$ cat config.mk
export PLATFORM = sky130hd
export DESIGN_NAME = int_ctrl
export DESIGN_NICKNAME = d
export VERILOG_FILES = /design/src/rtl/int_pkg.sv /design/src/rtl/prio_enc.sv /design/src/rtl/int_ctrl.sv
export SDC_FILE = /design/constraint.sdc
export NUM_CORES = 1
export LEC_CHECK = 0
export CAP_MARGIN = 0
export CORE_UTILIZATION = 46
export CTS_CLUSTER_SIZE = 40
export DETAILED_ROUTE_END_ITERATION = 12
export PLACE_DENSITY = 0.79
export REMOVE_ABC_BUFFERS = 1
export SETUP_SLACK_MARGIN = 0.2
export SLEW_MARGIN = 30
export SYNTH_ARGS = -nofsm -noshare
export SYNTH_HDL_FRONTEND = slang
export SYNTH_SLANG_ARGS = --single-unit
$ cat constraint.sdc
create_clock -name clk -period 2.7 [get_ports clk]
set_input_delay 0.27 -clock clk [delete_from_list [all_inputs] [get_ports clk]]
set_output_delay 0.27 -clock clk [all_outputs]
set_load 0.05 [all_outputs]
$ cat src/rtl/int_pkg.sv
// Shared definitions for the interrupt controller: FSM encoding and default vector layout.
package int_pkg;

  typedef enum logic {
    ST_IDLE = 1'b0,
    ST_REQ  = 1'b1
  } state_e;

  localparam logic [15:0] VEC_BASE_DEF   = 16'h0010;
  localparam int          VEC_STRIDE_DEF = 4;

endpackage

$ cat src/rtl/prio_enc.sv
// Lowest-index priority encoder: idx_o is the lowest set bit of req_i, valid_o when any bit is set.
module prio_enc #(
  parameter int N = 8,
  parameter int W = (N > 1) ? $clog2(N) : 1
) (
  input  logic [N-1:0] req_i,
  output logic [W-1:0] idx_o,
  output logic         valid_o
);

  // Scan downwards so the last hit, the lowest index, wins.
  always_comb begin
    idx_o   = '0;
    valid_o = 1'b0;
    for (int i = N - 1; i >= 0; i--) begin
      if (req_i[i]) begin
        idx_o   = W'(i);
        valid_o = 1'b1;
      end
    end
  end

endmodule

$ cat src/rtl/int_ctrl.sv
// Nesting interrupt controller: edge-latched requests, mask, strict-priority preemption
// against the in-service set, and a registered irq/vector pair for the control unit.
module int_ctrl
  import int_pkg::*;
#(
  parameter int               N_INT      = 8,
  parameter int               VEC_W      = 16,
  parameter logic [VEC_W-1:0] VEC_BASE   = VEC_W'(VEC_BASE_DEF),
  parameter int               VEC_STRIDE = VEC_STRIDE_DEF,
  parameter logic [N_INT-1:0] MASK_RST   = '1
) (
  input  logic             clk,
  input  logic             reset,
  input  logic [N_INT-1:0] int_e,
  input  logic             mask_we,
  input  logic [N_INT-1:0] mask_in,
  input  logic             ack,
  input  logic             reti,
  output logic             irq,
  output logic [VEC_W-1:0] vector,
  output logic [N_INT-1:0] mask_out,
  output logic [N_INT-1:0] in_service,
  output logic             reti_err,
  output state_e           state_dbg
);

  localparam int IDX_W = (N_INT > 1) ? $clog2(N_INT) : 1;

  // Handshake: irq/vector act as valid/data; ack is accepted only while irq is high
  // (REQ) and transfers the presented sel into service. reti is unconditional.
  state_e           state_q;
  logic [N_INT-1:0] int_q, pending_q, pending_d, mask_q, in_service_q, in_service_d;
  logic [IDX_W-1:0] sel_q;
  logic             irq_q, reti_err_q;
  logic [VEC_W-1:0] vector_q;

  logic [N_INT-1:0] rise, cand_req, is_clr, sel_oh;
  logic [IDX_W-1:0] cand_idx, is_idx;
  logic             cand_valid, is_valid, eligible, take;
  logic [VEC_W-1:0] vec_c;

  prio_enc #(.N(N_INT), .W(IDX_W)) u_cand_enc (
    .req_i  (cand_req),
    .idx_o  (cand_idx),
    .valid_o(cand_valid)
  );

  prio_enc #(.N(N_INT), .W(IDX_W)) u_isv_enc (
    .req_i  (in_service_q),
    .idx_o  (is_idx),
    .valid_o(is_valid)
  );

  assign rise     = int_e & ~int_q;
  assign cand_req = pending_q & mask_q;
  assign eligible = cand_valid && (!is_valid || (cand_idx < is_idx));
  assign take     = (state_q == ST_REQ) && ack;
  assign vec_c    = VEC_BASE + VEC_W'(cand_idx) * VEC_W'(VEC_STRIDE);
  assign is_clr   = is_valid ? (N_INT'(1) << is_idx) : '0;
  assign sel_oh   = N_INT'(1) << sel_q;

  // reti retires the innermost level before ack adds the new one; a fresh rise beats the ack clear.
  always_comb begin
    in_service_d = in_service_q;
    if (reti) in_service_d = in_service_d & ~is_clr;
    if (take) in_service_d = in_service_d | sel_oh;
    pending_d = pending_q;
    if (take) pending_d = pending_d & ~sel_oh;
    pending_d = pending_d | rise;
  end

  always_ff @(posedge clk) begin
    if (!reset) begin
      state_q      <= ST_IDLE;
      int_q        <= '0;
      pending_q    <= '0;
      in_service_q <= '0;
      mask_q       <= MASK_RST;
      irq_q        <= 1'b0;
      vector_q     <= VEC_BASE;
      sel_q        <= '0;
      reti_err_q   <= 1'b0;
    end else begin
      int_q        <= int_e;
      pending_q    <= pending_d;
      in_service_q <= in_service_d;
      reti_err_q   <= reti && !is_valid;
      if (mask_we) mask_q <= mask_in;
      case (state_q)
        ST_IDLE: begin
          if (eligible) begin
            state_q  <= ST_REQ;
            irq_q    <= 1'b1;
            vector_q <= vec_c;
            sel_q    <= cand_idx;
          end
        end
        ST_REQ: begin
          if (ack) begin
            state_q <= ST_IDLE;
            irq_q   <= 1'b0;
          end else if (eligible) begin
            irq_q    <= 1'b1;
            vector_q <= vec_c;
            sel_q    <= cand_idx;
          end else begin
            state_q <= ST_IDLE;
            irq_q   <= 1'b0;
          end
        end
        default: begin
          state_q <= ST_IDLE;
          irq_q   <= 1'b0;
        end
      endcase
    end
  end

  assign irq        = irq_q;
  assign vector     = vector_q;
  assign mask_out   = mask_q;
  assign in_service = in_service_q;
  assign reti_err   = reti_err_q;
  assign state_dbg  = state_q;

endmodule

* After elaboration in Yosys (flattened, before gate mapping)
Cells that the tools add are included.
Word-level totals: bits in registers 54, input port bits 21, word-level logic and storage cells 77
Operators by class: add/sub/neg operators 1, magnitude comparators 1, eq/ne operators 2, shift operators 2, muxes and demuxes 47, bitwise gates (word level) 10, reduce and logical (&&, ||, !) cells 5
Operators by type and width (number):
- 2-to-1 mux 3 bit | 18
- bitwise AND 8 bit | 4
- 2-to-1 mux 16 bit | 2
- 2-to-1 mux 8 bit | 4
- one-hot mux 16 bit (2 select lines) | 1
- NOT 8 bit | 3
- 2-to-1 mux 1 bit | 19
- OR 8 bit | 2
- left shift 1 x 3 -> 8 bit, first input constant | 2
- adder 5 x 5 -> 6 bit, first input constant | 1
- one-hot mux 3 bit (2 select lines) | 1
- inequality test 2 bit, second input constant | 2
- one-hot mux 1 bit (2 select lines) | 2
- logical AND 1 bit | 3
- less-than comparator 3 bit | 1
- zero test 1 bit | 1
- logical OR 1 bit | 1
- NOT 1 bit | 1

* Longest topological paths before layout
depth in word-level cells 15, gate-level depth with buffers 10

* By module
From an unflattened synthesis, not the netlist that was laid out.
Second synthesis, totals: cell total of the unflattened synthesis 209, area, all modules 1854.3 um2
Modules (own cells, without submodules):
- int_ctrl | times used 1, cells an instance 183, area an instance 1694.1 um2, sequential area each 780.7 um2
- prio_enc | times used 2, cells an instance 13, area an instance 80.1 um2, sequential area each 0.0 um2

* Worst setup path before layout
OpenSTA, ideal clock, no wires.
path kind register to register, start point reg mask_q[7], in the netlist mask_out[7], end point reg vector_q[4], in the netlist vector[4], setup time 0.145 ns, data arrival time 2.354 ns, required time 2.555 ns, path slack 0.201 ns, cell stages (with the launch flop) 9, period minus slack after synthesis 2.499 ns, cell sequence dfxtp_1 > a22o_1 > and3b_2 > nor3_1 > ha_1 > a221oi_2 > and2_1 > a32o_1 > o221ai_1
Between the ends: longest elaborated chain between the ends 15
Ends and longest elaborated chain:
- from (decl) | RTL line int_ctrl.sv:32 | logic [N_INT-1:0] int_q, pending_q, pending_d, mask_q, in_service_q, in_service_d;
- from (signal assigned) | RTL line int_ctrl.sv:88 | if (mask_we) mask_q <= mask_in;
- bitwise AND 8 bit (*) | RTL line int_ctrl.sv:55 | assign cand_req = pending_q & mask_q;
- 2-to-1 mux 3 bit (*) (8 in series) | RTL line prio_enc.sv:16 | if (req_i[i]) begin
- named net cand_idx[2] | RTL line int_ctrl.sv:38 | logic [IDX_W-1:0] cand_idx, is_idx;
- branches (longest 3 deep; another with adder 5 x 5 -> 6 bit)
- 2-to-1 mux 16 bit (*) | RTL line int_ctrl.sv:91, int_ctrl.sv:102
- 2-to-1 mux 16 bit | RTL line int_ctrl.sv:99 | if (ack) begin
- one-hot mux 16 bit (2 select lines) (*) | RTL line int_ctrl.sv:89 | case (state_q)
- to (signal assigned) | RTL line int_ctrl.sv:94 | vector_q <= vec_c;
- to (signal assigned) | RTL line int_ctrl.sv:104 | vector_q <= vec_c;
- to (decl) | RTL line int_ctrl.sv:35 | logic [VEC_W-1:0] vector_q;
Mark *: on every way through the listed nets, which the timed path passes. The select of a mux whose other input is x is not followed. A chain may end at the register's enable or synchronous reset.

* Worst setup path after layout
Ends and elaborated chain as after synthesis.

==> metrics.md <==
| Metric | Value |
|---|---|
| Synth cell count leaders | dfxtp_1, nand2_1, a21oi_1 |
| Final worst-path cycle share | 0.858 |
| Cell taking the most area after synthesis | dfxtp_1 |
| Fin area | approximately 2400 µm² |
| Worst Path Max Fanout | 5 |
| Syn avg cell area | between 8 and 9 µm² |
| Total grt overflow | 0 |
| Core Area | 3740 µm² |
| Drt first pass iters | 4 |
| Met3 Usage GRT | 0.0757 |
| IO buf count | 43 |
| CTS Sinks | 39 |
| Dpl cell area | 2270 µm² |
| # rows | 22 |
| Achievable Freq | 432 MHz |
| Hold path start | vector[4] |
| Core Util, Final | 0.637 |
| Vias per cell | around 5.2 |
| Seq/Total Area, Yosys | 0.428 |
| CP Class | flop to flop |
| Initial Util | 0.487 |
| Setup TNS Final | 0 ps |
| Area growth syn-to-layout | 30.7% |
| CTS tree | built |
| Number of library cell types mapped by synthesis | 41 |
| Initial antenna violation count | 0 |
| Max transition margin | 0.651 |
| Crit path from | mask_out[7] |
| Nets | 278 |
| DR vias | about 1,600 |
| Status | completed |
| DRC violations left | 0 |
| Clock transition at path regs | approximately 80 ps |
| YS warnings | 0 |
| Most numerous cell in the Yosys netlist | dfxtp_1 |
| Routed len/inst | ~13 µm |
| Post-CTS resize count | 0 |
| Horiz. Die Dim | about 65 µm |
| Number of I/O pins | 56 |
| Max_cap viols | 0 |
| Skew final | 5.42 ps |
| Peak supply drop | 0.376 mV |
| Tightest Pin Transition | 522 ps |
| Pwr per Cell Area | between 600 and 700 nW/µm² |
| M1 GR Usage | 0.245 |
| Final Hold Fails | 0 |
| Post-CTS Setup Bufs | 0 |
| R2R Path Start | mask_out[7] |
| Hpwl dp | 2900 µm |
| Clock latency at the later pin of the worst-skew pair | 290 ps |
| Met2 Use GR | 0.322 |
| Placed Cells | 296 |
| Fin crit period | ~2300 ps |
| Synth top area share | 0.428 |
| Ant diodes | 0 |
| EDFF count, synth | 0 |
| Crit start category | flop |
| Top FF cell, synth | dfxtp_1 |
| Die area | 4220 µm² |
| Slew Limit Fails | 0 |
| Area contributors post-synth | dfxtp_1, nand2_1, a21oi_1, buf_4, mux2i_1 |
| Share of layout cells above drive strength 1 | 0.0820 |
| Top Usage Layer GRT | met2 |
| Hold Buf Count CTS | 0 |
| Final setup viols | 0 |
| Detail Route Antenna Nets | 0 |
| Largest net degree at the start of global routing | 21 |
| First-pass GRT wire length | 6460 µm |
| Critical Path AT | 2480 ps |
| Mapped Area | 1820 µm² |
| RSZ-0062 raised after global routing | no |
| Post-synthesis register bit count | 39 |
| H-tree depth | 2 |
| Static Leak | 0.975 nW |
| Number of global-route vias before repair | between 1,000 and 1,500 |
| HP Class | flop to flop |
| Clk buf depth | 2 |
| Gp weighted congestion | 0.788 |
| Post-Syn Instances | 208 |
| Worst setup EP type | flop |
| Die Height | 65.0 µm |
| WP data required | approximately 2900 ps |
| Cts bufs inserted | 5 |
| Clk root buf | clkbuf_8 |
| Initial DRC Count | ~60 |
| DRT Wirelength | 3880 µm |
| Fin cells | 304 |
| Async set-reset flop share out of synthesis | 0 |
| Total Routing Usage GR | 0.201 |
placed cells by master, fill, tap and decap left out, drive strengths merged, types with 3 or more instances in the layout:
master         Yosys  final
nor2              16     16
nand2             30     30
clkbuf             4      6
nor2b             12     12
a21o               3      3
conb               1     12
a22o               3      3
dfxtp             39     39
inv                5      5
mux2i              8      8
nor3               4      4
and2              12     12
nand3              5      5
a32o               4      4
clkdlybuf4s50      0     43
o21ai              6      6
a21oi             19     19
where the power goes:
part | internal, W | leakage (nW) | switching (W) | total [W]
registers | 0.000622 | 0.323 | 0.0000444 | 0.000666
clock network | 0.000299 | 0.0612 | 0.000201 | 0.000499
logic | 0.000170 | 0.591 | 0.000275 | 0.000445
cells by family after synthesis:
kind of cell,Yosys count,share of synthesized area
adder cells (fa/ha/maj),2,0.0137
buffers and inverters,22,0.0700
other,1,0.00206
flip-flops,39,0.428
AND/OR/NAND/NOR,86,0.243
AO/OA/AOI/OAI,50,0.200
multiplexers,8,0.0439
final timing paths:
check                           slack, ps   endpoint  cells after the start
worst min-delay path                  500  vector[4]                      2
worst min register to register        500  vector[4]                      2
worst max-delay path                  380  vector[4]                      8
worst max register to register        380  vector[4]                      8
routing by layer:
metal	wire length, µm	up-vias
li1	-	803
met1	1780	710
met2	1770	61
met3	256	10
met4	70	0
met5	0	-
final cells by class:
type	instances	area (µm²)
inverters	6	22.5
clock inverters	2	35.0
well taps	48	60.1
flip-flops and latches	39	781
clock buffers	6	82.6
multi-input cells	158	957
repair buffers	45	445
fillers	351	1360
state kept, by name, indices dropped and copies added, names as in the netlist:
| name | cells |
|---|---|
| sel_q | 3 |
| int_q | 8 |
| vector | 1 |
| irq | 1 |
| pending_q | 8 |
| in_service | 8 |
| mask_out | 8 |
| state_dbg | 1 |
| reti_err | 1 |
stage by stage:
step	hold WS, ps	worst slack, ps	power [W]
floorplan	332	211	0.000982
global placement	475	475	0.00111
detailed placement	486	431	0.00112
CTS	505	405	0.00162
global route	514	230	0.00168
finish	502	384	0.00161
worst max-delay path: stages, from the launching register on:
cell      delay, ps
dfxtp_1         380
a22o_1          180
and3b_2         230
nor3_1          230
ha_1            290
a221oi_2        390
and2_1          190
a32o_1          180
o221ai_1        120
No activity file was read; power rests on OpenSTA's default activity.
